[src/rtl/ifid_frontend_pkg.sv]
// Shared pipeline constants for the fetch front end.
// Imported by the IF/ID register slice and its helpers.
package ifid_frontend_pkg;

    localparam int XLEN = 32;
    localparam int ILEN = 32;
    localparam logic [ILEN-1:0] NOP = 32'h0000_0013;

    typedef enum logic [1:0] {
        IFID_HOLD,
        IFID_SQUASH,
        IFID_LOAD
    } ifid_op_e;

endpackage

[src/rtl/ifid_frontend_sat_counter.sv]
// Saturating event counter with enable and async active-low clear.
// Sticks at all-ones instead of wrapping.
module sat_counter #(
    parameter int CNT_W = 16
) (
    input  logic             clk,
    input  logic             rst_n,
    input  logic             en,
    output logic [CNT_W-1:0] cnt
);

    logic at_max;

    assign at_max = &cnt;

    always_ff @(posedge clk or negedge rst_n) begin
        if (!rst_n) begin
            cnt <= '0;
        end else if (en && !at_max) begin
            cnt <= cnt + CNT_W'(1);
        end
    end

endmodule

[src/rtl/ifid_frontend.sv]
// Fetch front end: PC register, IF/ID register and hazard control.
// Stall wins over flush so an unresolved branch cannot redirect.
module ifid_frontend
    import ifid_frontend_pkg::*;
#(
    parameter int                XLEN     = ifid_frontend_pkg::XLEN,
    parameter logic [XLEN-1:0]   RESET_PC = '0,
    parameter int                CNT_W    = 16
) (
    input  logic             clk_i,
    input  logic             rst_i,
    input  logic             start_i,
    input  logic             PCWrite_i,
    input  logic             Stall_i,
    input  logic             Flush_i,
    input  logic [XLEN-1:0]  BranchTarget_i,
    input  logic [ILEN-1:0]  Instr_i,
    output logic [XLEN-1:0]  InstrAddr_o,
    output logic [XLEN-1:0]  PC_o,
    output logic [XLEN-1:0]  IFID_PC_o,
    output logic [ILEN-1:0]  IFID_Instr_o,
    output logic             IFID_Valid_o,
    output logic [CNT_W-1:0] StallCnt_o,
    output logic [CNT_W-1:0] FlushCnt_o
);

    logic            stall_apply;
    logic            flush_apply;
    logic            pc_en;
    logic [XLEN-1:0] pc_q;
    logic [XLEN-1:0] pc_next;
    logic [XLEN-1:0] redirect;
    ifid_op_e        ifid_op;

    assign stall_apply = start_i & Stall_i;
    assign flush_apply = start_i & ~Stall_i & Flush_i;
    assign pc_en       = start_i & PCWrite_i;
    assign redirect    = {BranchTarget_i[XLEN-1:2], 2'b00};
    assign pc_next     = flush_apply ? redirect : pc_q + XLEN'(4);

    always_comb begin
        ifid_op = IFID_HOLD;
        unique case (1'b1)
            !start_i:    ifid_op = IFID_HOLD;
            stall_apply: ifid_op = IFID_HOLD;
            flush_apply: ifid_op = IFID_SQUASH;
            default:     ifid_op = IFID_LOAD;
        endcase
    end

    always_ff @(posedge clk_i or negedge rst_i) begin
        if (!rst_i) begin
            pc_q <= RESET_PC;
        end else if (pc_en) begin
            pc_q <= pc_next;
        end
    end

    always_ff @(posedge clk_i or negedge rst_i) begin
        if (!rst_i) begin
            IFID_PC_o    <= '0;
            IFID_Instr_o <= NOP;
            IFID_Valid_o <= 1'b0;
        end else begin
            case (ifid_op)
                IFID_SQUASH: begin
                    IFID_PC_o    <= pc_q;
                    IFID_Instr_o <= NOP;
                    IFID_Valid_o <= 1'b0;
                end
                IFID_LOAD: begin
                    IFID_PC_o    <= pc_q;
                    IFID_Instr_o <= Instr_i;
                    IFID_Valid_o <= 1'b1;
                end
                default: ;
            endcase
        end
    end

    assign PC_o        = pc_q;
    assign InstrAddr_o = pc_q;

    sat_counter #(.CNT_W(CNT_W)) u_stall_cnt (
        .clk   (clk_i),
        .rst_n (rst_i),
        .en    (stall_apply),
        .cnt   (StallCnt_o)
    );

    sat_counter #(.CNT_W(CNT_W)) u_flush_cnt (
        .clk   (clk_i),
        .rst_n (rst_i),
        .en    (flush_apply),
        .cnt   (FlushCnt_o)
    );

endmodule

[config.mk]
export PLATFORM = sky130hd
export DESIGN_NAME = ifid_frontend
export DESIGN_NICKNAME = d
export VERILOG_FILES = /design/src/rtl/ifid_frontend_pkg.sv /design/src/rtl/ifid_frontend_sat_counter.sv /design/src/rtl/ifid_frontend.sv
export SDC_FILE = /design/constraint.sdc
export NUM_CORES = 1
export LEC_CHECK = 0
export BUFFER_PORTS_ARGS = -buffer_cell sky130_fd_sc_hd__buf_2
export CAP_MARGIN = 20
export CORE_MARGIN = 2
export CORE_UTILIZATION = 54
export DETAILED_ROUTE_END_ITERATION = 8
export GPL_ROUTABILITY_DRIVEN = 1
export HOLD_SLACK_MARGIN = 0.12
export PLACE_DENSITY = 0.9
export SLEW_MARGIN = 20
export SYNTH_ARGS = -nofsm -noshare
export SYNTH_HDL_FRONTEND = slang
export SYNTH_SLANG_ARGS = --single-unit
export TNS_END_PERCENT = 5
[constraint.sdc]
create_clock -name clk_i -period 6.3 [get_ports clk_i]
set_clock_uncertainty 0.15 [all_clocks]
set_input_delay 1.26 -clock clk_i [delete_from_list [all_inputs] [get_ports clk_i]]
set_output_delay 1.26 -clock clk_i [all_outputs]
set_load 0.02 [all_outputs]
==> results of run 1 <==
## state kept, by name, summed over array words and instances, names as in the netlist
signal           cells
IFID_Instr_o        32
IFID_PC_o           30
IFID_Valid_o         1
InstrAddr_o         30
u_flush_cnt.cnt     16
u_stall_cnt.cnt     16
## synth_stat cells (5+ instances only)
master | number | area share, %
and3_1 | 12 | 1.2
clkbuf_1 | 27 | 1.6
a31oi_1 | 6 | 0.60
nand2b_1 | 33 | 3.3
nand2_1 | 159 | 9.6
a2bb2oi_1 | 5 | 0.70
and2_1 | 5 | 0.50
dfrtp_1 | 122 | 49
buf_4 | 37 | 4.5
nor2_1 | 36 | 2.2
nand3_1 | 32 | 2.6
o22ai_1 | 8 | 0.80
o21ai_0 | 47 | 3.8
a21oi_1 | 23 | 1.8
nor3_1 | 5 | 0.40
buf_2 | 9 | 0.72
nand4_1 | 20 | 2.0
xnor2_1 | 20 | 2.8
mux2i_1 | 6 | 0.96
xor2_1 | 6 | 0.84
## critical path: stages
cell and delay [ns]:
buf_2 0.18, and2_1 0.89, nand2_1 0.43, nor4_1 0.32, a21oi_1 0.06, nand2_1 0.07
## cells in the final DEF, fill, tap and decap left out, types with 5 or more instances in the layout
cell,instances
buf_2,221
nand2_1,159
dfrtp_1,122
o21ai_0,47
nor2_1,36
nand2b_1,32
nand3_1,32
a21oi_1,23
nand4_1,20
xnor2_1,20
clkbuf_16,17
and3_1,12
o22ai_1,8
bufinv_16,8
xor2_1,6
a31oi_1,6
mux2i_1,6
conb_1,6
buf_4,6
and2_1,5
nor3_1,5
a2bb2oi_1,5
## cell type report
class                   count  area share, %
multi-input cells         490          34.26
well taps                 143          2.268
clock buffers              20          5.663
flip-flops and latches    125          39.70
repair buffers            228          14.74
clock inverters            12          3.363
## power by group through the flow
| stage | combinational, mW | clock (mW) | sequential, mW |
|---|---|---|---|
| final | 0.724 | 1.18 | 1.13 |
| after global routing | 0.785 | 1.23 | 1.15 |
| after CTS | 0.729 | 1.19 | 1.12 |
| after detailed placement | 0.724 | 0 | 1.13 |
| after global placement | 0.708 | 0 | 1.12 |
| after floorplan | 0.361 | 0 | 1.26 |
## layer usage
metal / up-vias / track usage (%) / part of all wire (%)
li1: 2680 / - / -
met1: 2689 / 36.75 / 43
met2: 243 / 44.27 / 50
met3: 30 / 4.954 / 5.7
met4: 0 / 9.465 / 2.0
met5: - / 0 / 0
## cell families after synthesis
family / share of synthesized area, %
buffers and inverters: 6.878
XOR/XNOR: 3.650
flip-flops: 50.19
adder cells (fa/ha/maj): 0.6016
other: 0.06010
AND/OR/NAND/NOR: 26.57
AO/OA/AOI/OAI: 10.55
multiplexers: 1.504
## worst max-delay path by stage
| stage | start | end | slack (ns) | cells past startpoint |
|---|---|---|---|---|
| finish | start_i | InstrAddr_o[18] | 3.29 | 6 |
| global route | start_i | InstrAddr_o[18] | 3.03 | 6 |
| CTS | start_i | InstrAddr_o[18] | 3.29 | 6 |
| detailed placement | start_i | InstrAddr_o[18] | 2.88 | 6 |
| global placement | start_i | InstrAddr_o[18] | 2.90 | 6 |
| floorplan | start_i | u_flush_cnt.cnt[1] | 3.59 | 7 |
## metrics by stage
| stage | instances | cell area [um^2] | utilization (%) |
|---|---|---|---|
| 5_1_grt | 1018 | 7888 | 69.37 |
| 6_report | 1018 | 7888 | 69.37 |
| 2_1_floorplan | 689 | 6259 | - |
| 3_3_place_gp | 986 | 7172 | 63.08 |
| 4_1_cts | 1018 | 7884 | 69.34 |
| 3_5_place_dp | 986 | 7172 | 63.08 |
==> impl_results.md, run 1 <==
* Run status: completed
* Longest Clk Path Bufs at 2
* MaxCap Viol Count at 0
* Root buffer cell: clkbuf_16
* Worst reg2reg path startpoint: InstrAddr_o[2]
* Worst-case reg-to-reg path depth at 6
* Chip Width at 111.5 um
* TritonCTS clock tree: yes
* Top fanout value on the critical path at 28
* Die area at 0.01243 mm^2
* Least-Margin Pin Slew at 1.097 ns
* Cell internal pwr at 2.021 mW
* Cts bufs inserted at 17
* R2r setup slk at 3.94 ns
* Final Slew Violations at 0
* Global placement routability congestion at 0.8643
* Hold path endpoint: IFID_Instr_o[1]
* Clk sinks at 125
* Number of enable flip-flop cells after synthesis at 0
* Number of H-tree levels at 4
* Layout cells sized above 1 at 32.00%
* Overall Power at 3.032 mW
* Rows at 39
* Power Density at 384.4 mW/mm^2
* Initial Util at 54.88%
* Clock network fraction of total power at 39.0%
* Seq/Total Area, Yosys at 50.19%
* Synthesis-stage register bit count at 125
* Fill count at 879
* I/O pin count at 231
* Area grow syn2layout at 26.41%
* Worst Hold Class: flip-flop to flip-flop
* Comb power frac at 23.9%
* Sw Pwr at 1.011 mW
* Setup TNS at 0 ns
* Worst vdd ir at 327.2 uV
* Largest net degree at the start of global routing at 81
* Capturing point of the worst reg2reg path: InstrAddr_o[28]
* Post-CTS setup buffer count at 0
* Antenna-violating nets left at 0
* Clock Latency Late Sink at 0.41 ns
* WS Path Type: input pin to flip-flop
* Post_cts resized at 0
* Via count at 5642
* LEAKAGE at 3.954 nW
* Worst Setup Start Kind: input pin
* Drt first-iter violations at 540
* First-pass GRT wire length at 27160 um
* PnR worst setup slack at 3.289 ns
* Core area at 0.01137 mm^2
* # DRC at 0
* Register area at 0.003132 mm^2
* Fin. Hold Viols at 0
* Fin crit share at 47.80%
* Drt wl/cell at 16.26 um
* Netlist cell types at 60
* Gr ovfl total at 0
* WHS Path Cells at 2
* Vias per cell at 5.542
* Dpl ws at 2.876 ns
* Hold-fix buffer count after cts at 0
* Slew margin rel. at 26.85%
* Mean area per synthesized cell at 9.122 um^2
* Post-Syn Area at 0.006240 mm^2
* Warnings, synthesis at 0
* FMAX at 0.3321 GHz
* Gr usage total at 27.10%
* Final setup viols at 0
* # port buffers at 222
* Worst path required time at 6.51 ns
* 1st-pass router iterations at 5
* Minimum hold slack at 0.3005 ns
* Hold_sp: IFID_Instr_o[1]
* Prevailing post-synth register cell: dfrtp_1
* Syn Inst Count at 684
* Initial antenna violation count at 0
* Flop pwr share at 37.2%
* Switching share of total power at 33.36%
* Chip Height at 111.5 um
* Unrepaired setup endpoints after global routing: false
* Final critical-path required period at 3.011 ns
* Clock slew at reported path FFs at 0.05 ns
* Post-layout nets at 935
* Drt total wl at 16550 um
* Arr. time, crit path at 3.22 ns
* Vias in the first global route at 5257
* Synth async-reset ratio at 100.0%
* Multi-input gate area at 0.002703 mm^2
* Element type at the critical path end: flip-flop
* Final antenna diode count at 0
* DP Wirelength at 11200 um
Power figures use the tool's default switching activity.
==> run 2: changes to the inputs <==
--- a/config.mk
+++ b/config.mk
@@ -8,11 +8,11 @@
 export BUFFER_PORTS_ARGS = -buffer_cell sky130_fd_sc_hd__buf_2
 export CAP_MARGIN = 20
 export CORE_MARGIN = 2
-export CORE_UTILIZATION = 54
+export CORE_UTILIZATION = 45
 export DETAILED_ROUTE_END_ITERATION = 8
 export GPL_ROUTABILITY_DRIVEN = 1
 export HOLD_SLACK_MARGIN = 0.12
-export PLACE_DENSITY = 0.9
+export PLACE_DENSITY = 0.81
 export SLEW_MARGIN = 20
 export SYNTH_ARGS = -nofsm -noshare
 export SYNTH_HDL_FRONTEND = slang
==> constraint.sdc (replaced) <==
create_clock -name clk_i -period 2.5 [get_ports clk_i]
set_clock_uncertainty 0.15 [all_clocks]
set_input_delay 0.5 -clock clk_i [delete_from_list [all_inputs] [get_ports clk_i]]
set_output_delay 0.5 -clock clk_i [all_outputs]
set_load 0.02 [all_outputs]
==> impl_results.md, run 2 (synthesis gave the netlist of run 1 again) <==
* FMAX at 0.4675 GHz
* Max reg flops at 32
* Worst Setup Start Kind: flip-flop
* Number of H-tree levels at 4
* Fin crit share at 85.56%
* WS Path Type: flip-flop to flip-flop
* Most common cell after layout, fill and taps aside: buf_2
* Arr. time, crit path at 2.31 ns
* # port buffers at 222
* Worst path required time at 2.67 ns
* Clock Latency Late Sink at 0.42 ns
* Crit path from: InstrAddr_o[2]
* R2r setup slk at 0.36 ns
* Worst-case reg-to-reg path depth at 6
* WHS Path Cells at 3
* Top fanout value on the critical path at 5
* MaxCap Viol Count at 0
* Drt wl/cell at 15.83 um
* Worst Hold Class: input pin to flip-flop
* Worst reg2reg path startpoint: InstrAddr_o[2]
* Commonest cells after routing, fill and taps aside: 221 x buf_2, 159 x nand2_1, 122 x dfrtp_1
* 1st-pass router iterations at 5
* Area grow syn2layout at 28.27%
* Cts bufs inserted at 17
* Non-filler cells, final at 1071
* I/O pin count at 231
* Largest net degree at the start of global routing at 66
* Initial Util at 45.48%
* Slew margin rel. at 58.73%
* First-pass GRT wire length at 26900 um
* Chip Height at 121.8 um
* Gr ovfl total at 0
* Minimum hold slack at 0.1414 ns
* DP Wirelength at 12000 um
* Capturing point of the worst reg2reg path: InstrAddr_o[28]
* Vias in the first global route at 5151
* Hold path endpoint: InstrAddr_o[18]
* Post-layout nets at 950
* Placed insts at 1037
* Rows at 43
* Hold-fix buffer count after cts at 1
* Least-Margin Pin Slew at 0.6167 ns
* Fin. Hold Viols at 0
* Die area at 0.01482 mm^2
* Hold_sp: BranchTarget_i[18]
* LEAKAGE at 4.014 nW
* Final setup viols at 0
* Worst vdd ir at 416.1 uV
* Clk sinks at 125
* Setup TNS at 0 ns
* Core area at 0.01372 mm^2
* Drt total wl at 16950 um
* Post-CTS setup buffer count at 0
* Initial antenna violation count at 2
* # DRC at 0
* Layout cells sized above 1 at 32.92%
* Via count at 5616
* Longest Clk Path Bufs at 2
* Clock slew at reported path FFs at 0.06 ns
* Element type at the critical path end: flip-flop
* Chip Width at 121.8 um
* Drt first-iter violations at 410
* Unrepaired setup endpoints after global routing: false
* Antenna-violating nets left at 0
* Gr usage total at 23.53%
* Global placement routability congestion at 0.8445
* Final critical-path required period at 2.139 ns
* Power Density at 913.2 mW/mm^2
* Fill count at 1205
* Overall Power at 7.309 mW
* Run status: completed
* Largest Register: IFID_Instr_o
* Vias per cell at 5.244
* Post_cts resized at 0
* Final Slew Violations at 0
* Root buffer cell: clkbuf_16
* TritonCTS clock tree: yes
run 2: changes by cell type in the layout (fill, tap and decap cells not counted), sizes merged:
cell         before  now
buf             228  242
clkbuf           20   27
bufinv            8    3
clkinvlp          2    0
diode             0    1
dlygate4sd3       0    1
run 2: power by group:
group          switching (mW)  internal [mW]
Clock                   0.858           1.75
Combinational            1.23          0.661
Sequential              0.430           2.37
Total                    2.52           4.79
run 2: layer usage:
layer,GRT usage (%),up-vias,part of all wire (%)
met5,0,-,0.10
met2,37.15,225,47
met1,30.79,2667,44
li1,-,2704,-
met4,9.626,2,1.8
met3,6.273,18,7.2
run 2: worst max-delay path by stage:
stage,endpoint,slack (ns),cells after the start
after floorplan,InstrAddr_o[18],0.36,6
after global placement,InstrAddr_o[25],0.44,6
after detailed placement,InstrAddr_o[25],0.43,6
after CTS,InstrAddr_o[28],0.38,6
after global routing,InstrAddr_o[28],0.25,6
final,InstrAddr_o[28],0.36,6
run 2: stage by stage:
step / setup WS [ns] / cell area [um^2] / util, %
global route: 0.2543 / 8001 / 58.32
CTS: 0.3838 / 8001 / 58.32
global placement: 0.4428 / 7358 / 53.63
finish: 0.3610 / 8004 / 58.34
floorplan: 0.3577 / 6259 / -
detailed placement: 0.4321 / 7358 / 53.63
run 2: area by class of cell:
cell class              count  area [um^2]  area share (%)
repair buffers            243         1299           16.23
multi-input cells         490         2713           33.89
clock inverters             5        100.1           1.251
well taps                 180        225.2           2.814
flip-flops and latches    125         3132           39.13
diodes                      1        2.502         0.03126
clock buffers              27        533.0           6.659
run 2: worst max-delay path: stages, from the launching register on:
cell and delay (ns):
dfrtp_1 0.35, ha_1 0.25, nand4_1 0.24, nor2_1 0.37, and4_1 0.36, a211oi_1 0.11
a211oi_1 0.21
==> run 3: changes to the inputs <==
--- a/config.mk
+++ b/config.mk
@@ -8,11 +8,10 @@
 export BUFFER_PORTS_ARGS = -buffer_cell sky130_fd_sc_hd__buf_2
 export CAP_MARGIN = 20
 export CORE_MARGIN = 2
-export CORE_UTILIZATION = 45
+export CORE_UTILIZATION = 25
 export DETAILED_ROUTE_END_ITERATION = 8
 export GPL_ROUTABILITY_DRIVEN = 1
 export HOLD_SLACK_MARGIN = 0.12
-export PLACE_DENSITY = 0.81
 export SLEW_MARGIN = 20
 export SYNTH_ARGS = -nofsm -noshare
 export SYNTH_HDL_FRONTEND = slang
==> impl_results.md, run 3 (synthesis gave the netlist of run 1 again) <==
* Placed Area at 0.007617 mm^2
* Slowest stage delay, CP at 0.38 ns
* Commonest cells after routing, fill and taps aside: 221 x buf_2, 159 x nand2_1, 122 x dfrtp_1
* Setup TNS at 0 ns
* Overall Power at 7.290 mW
* Crit-path most repeated cell: a211oi_1
* Area grow syn2layout at 32.04%
* Root buffer cell: clkbuf_16
* Clock Latency Late Sink at 0.42 ns
* LEAKAGE at 4.024 nW
* I/O pin count at 231
* Cell Chain, Critical Path: ha_1 > nand4_1 > nor2_1 > and4_1 > a211oi_1 > a211oi_1
* Minimum hold slack at 0.1452 ns
* Switching share of total power at 36.55%
* Worst vdd ir at 420.1 uV
* Run status: completed
* Arr. time, crit path at 2.31 ns
* Placed insts at 1186
* Clk sinks at 125
* Longest Clk Path Bufs at 2
* Drt first-iter violations at 300
* Most common cell after layout, fill and taps aside: buf_2
* WS Path Type: flip-flop to flip-flop
* Cts bufs inserted at 17
* FMAX at 0.4690 GHz
* Worst Hold Class: input pin to flip-flop
* CP max-delay cell: nor2_1
* Chip Height at 162.0 um
* Die area at 0.02624 mm^2
* 1st-pass router iterations at 4
* Via count at 5551
* Unrepaired setup endpoints after global routing: false
* Comb power frac at 27.1%
* Register area at 0.003132 mm^2
* Power Density at 884.8 mW/mm^2
* Top fanout value on the critical path at 5
* Gr ovfl total at 0
* Slew margin rel. at 64.92%
* First-pass GRT wire length at 29660 um
* Gr usage total at 14.60%
* DP Wirelength at 13800 um
* Rows at 57
* Core area at 0.02439 mm^2
* Clock slew at reported path FFs at 0.06 ns
* Antenna-violating nets left at 0
* Vias in the first global route at 5208
* Layout cells sized above 1 at 33.52%
* Final critical-path required period at 2.132 ns
* Vias per cell at 4.543
* Element type at the critical path end: flip-flop
* # DRC at 0
* Fin crit share at 85.28%
* Cell family with most CP delay: simple AND/OR/NAND/NOR gates
* Post-layout util at 33.78%
* Sw Pwr at 2.665 mW
* Chip Width at 162.0 um
* Final Instance Area at 0.008239 mm^2
* Post_cts resized at 0
* Fill count at 2558
* MaxCap Viol Count at 0
* Non-filler cells, final at 1222
* Final setup viols at 0
* Final Slew Violations at 0
* Drt wl/cell at 15.66 um
* Multi-input gate area at 0.002713 mm^2
* Largest net degree at the start of global routing at 50
* Post-layout nets at 955
* PnR worst setup slack at 0.3679 ns
* Least-Margin Pin Slew at 0.5252 ns
* Worst path required time at 2.68 ns
* Drt total wl at 19140 um
* Largest Register: IFID_Instr_o
* TritonCTS clock tree: yes
* Dpl ws at 0.3467 ns
* Initial antenna violation count at 4
* Worst Path Buf+Inv at 0
* Worst Setup Start Kind: flip-flop
* Global placement routability congestion at 0.8025
* Initial Util at 25.58%
* # port buffers at 222
* Flop pwr share at 37.9%
* Clock network fraction of total power at 34.9%
* Max reg flops at 32
* Fin. Hold Viols at 0
* Number of H-tree levels at 4
* Cell internal pwr at 4.625 mW
## run 3: cell type report
class | instances | area share [%]
clock inverters | 11 | 1.625
flip-flops and latches | 125 | 38.01
clock buffers | 21 | 5.710
repair buffers | 248 | 16.72
diodes | 3 | 0.09112
multi-input cells | 490 | 32.92
well taps | 324 | 4.920
## run 3: what timing repair did
item | in CTS | in global routing
setup endpoints to repair | 0 | 0
endpoints found under the hold margin | 44 | 0
hold buffers | 1 | 0
buffers inserted | 0 | 0
## run 3: final timing paths
path	start	endpoint	slack, ns	cells past startpoint
max	InstrAddr_o[2]	InstrAddr_o[28]	0.37	6
min	BranchTarget_i[18]	InstrAddr_o[18]	0.15	3
max reg2reg	InstrAddr_o[2]	InstrAddr_o[28]	0.37	6
min reg2reg	IFID_Instr_o[0]	IFID_Instr_o[0]	0.30	2
max in group asynchronous	rst_i	IFID_Instr_o[4]	1.02	3
min in group asynchronous	rst_i	u_stall_cnt.cnt[8]	0.45	2
## run 3: power groups by stage
stage | registers (mW) | logic [mW] | clock network [mW]
after floorplan | 3.17 | 0.909 | 0
after global placement | 2.79 | 1.97 | 0
after detailed placement | 2.80 | 2.00 | 0
after CTS | 2.77 | 2.00 | 2.62
after global routing | 2.83 | 2.16 | 2.72
final | 2.77 | 1.98 | 2.55
## run 3: tightest hold or removal path: stages
cell and delay (ns):
buf_2 0.08, a21oi_1 0.05, nand2_1 0.05
## run 3: routing by layer
layer	track usage [%]	up-vias	part of all wire (%)
li1	-	2715	-
met1	19.25	2639	45
met2	23.46	180	47
met3	4.392	15	6.8
met4	3.741	2	1.1
met5	0	-	0.068
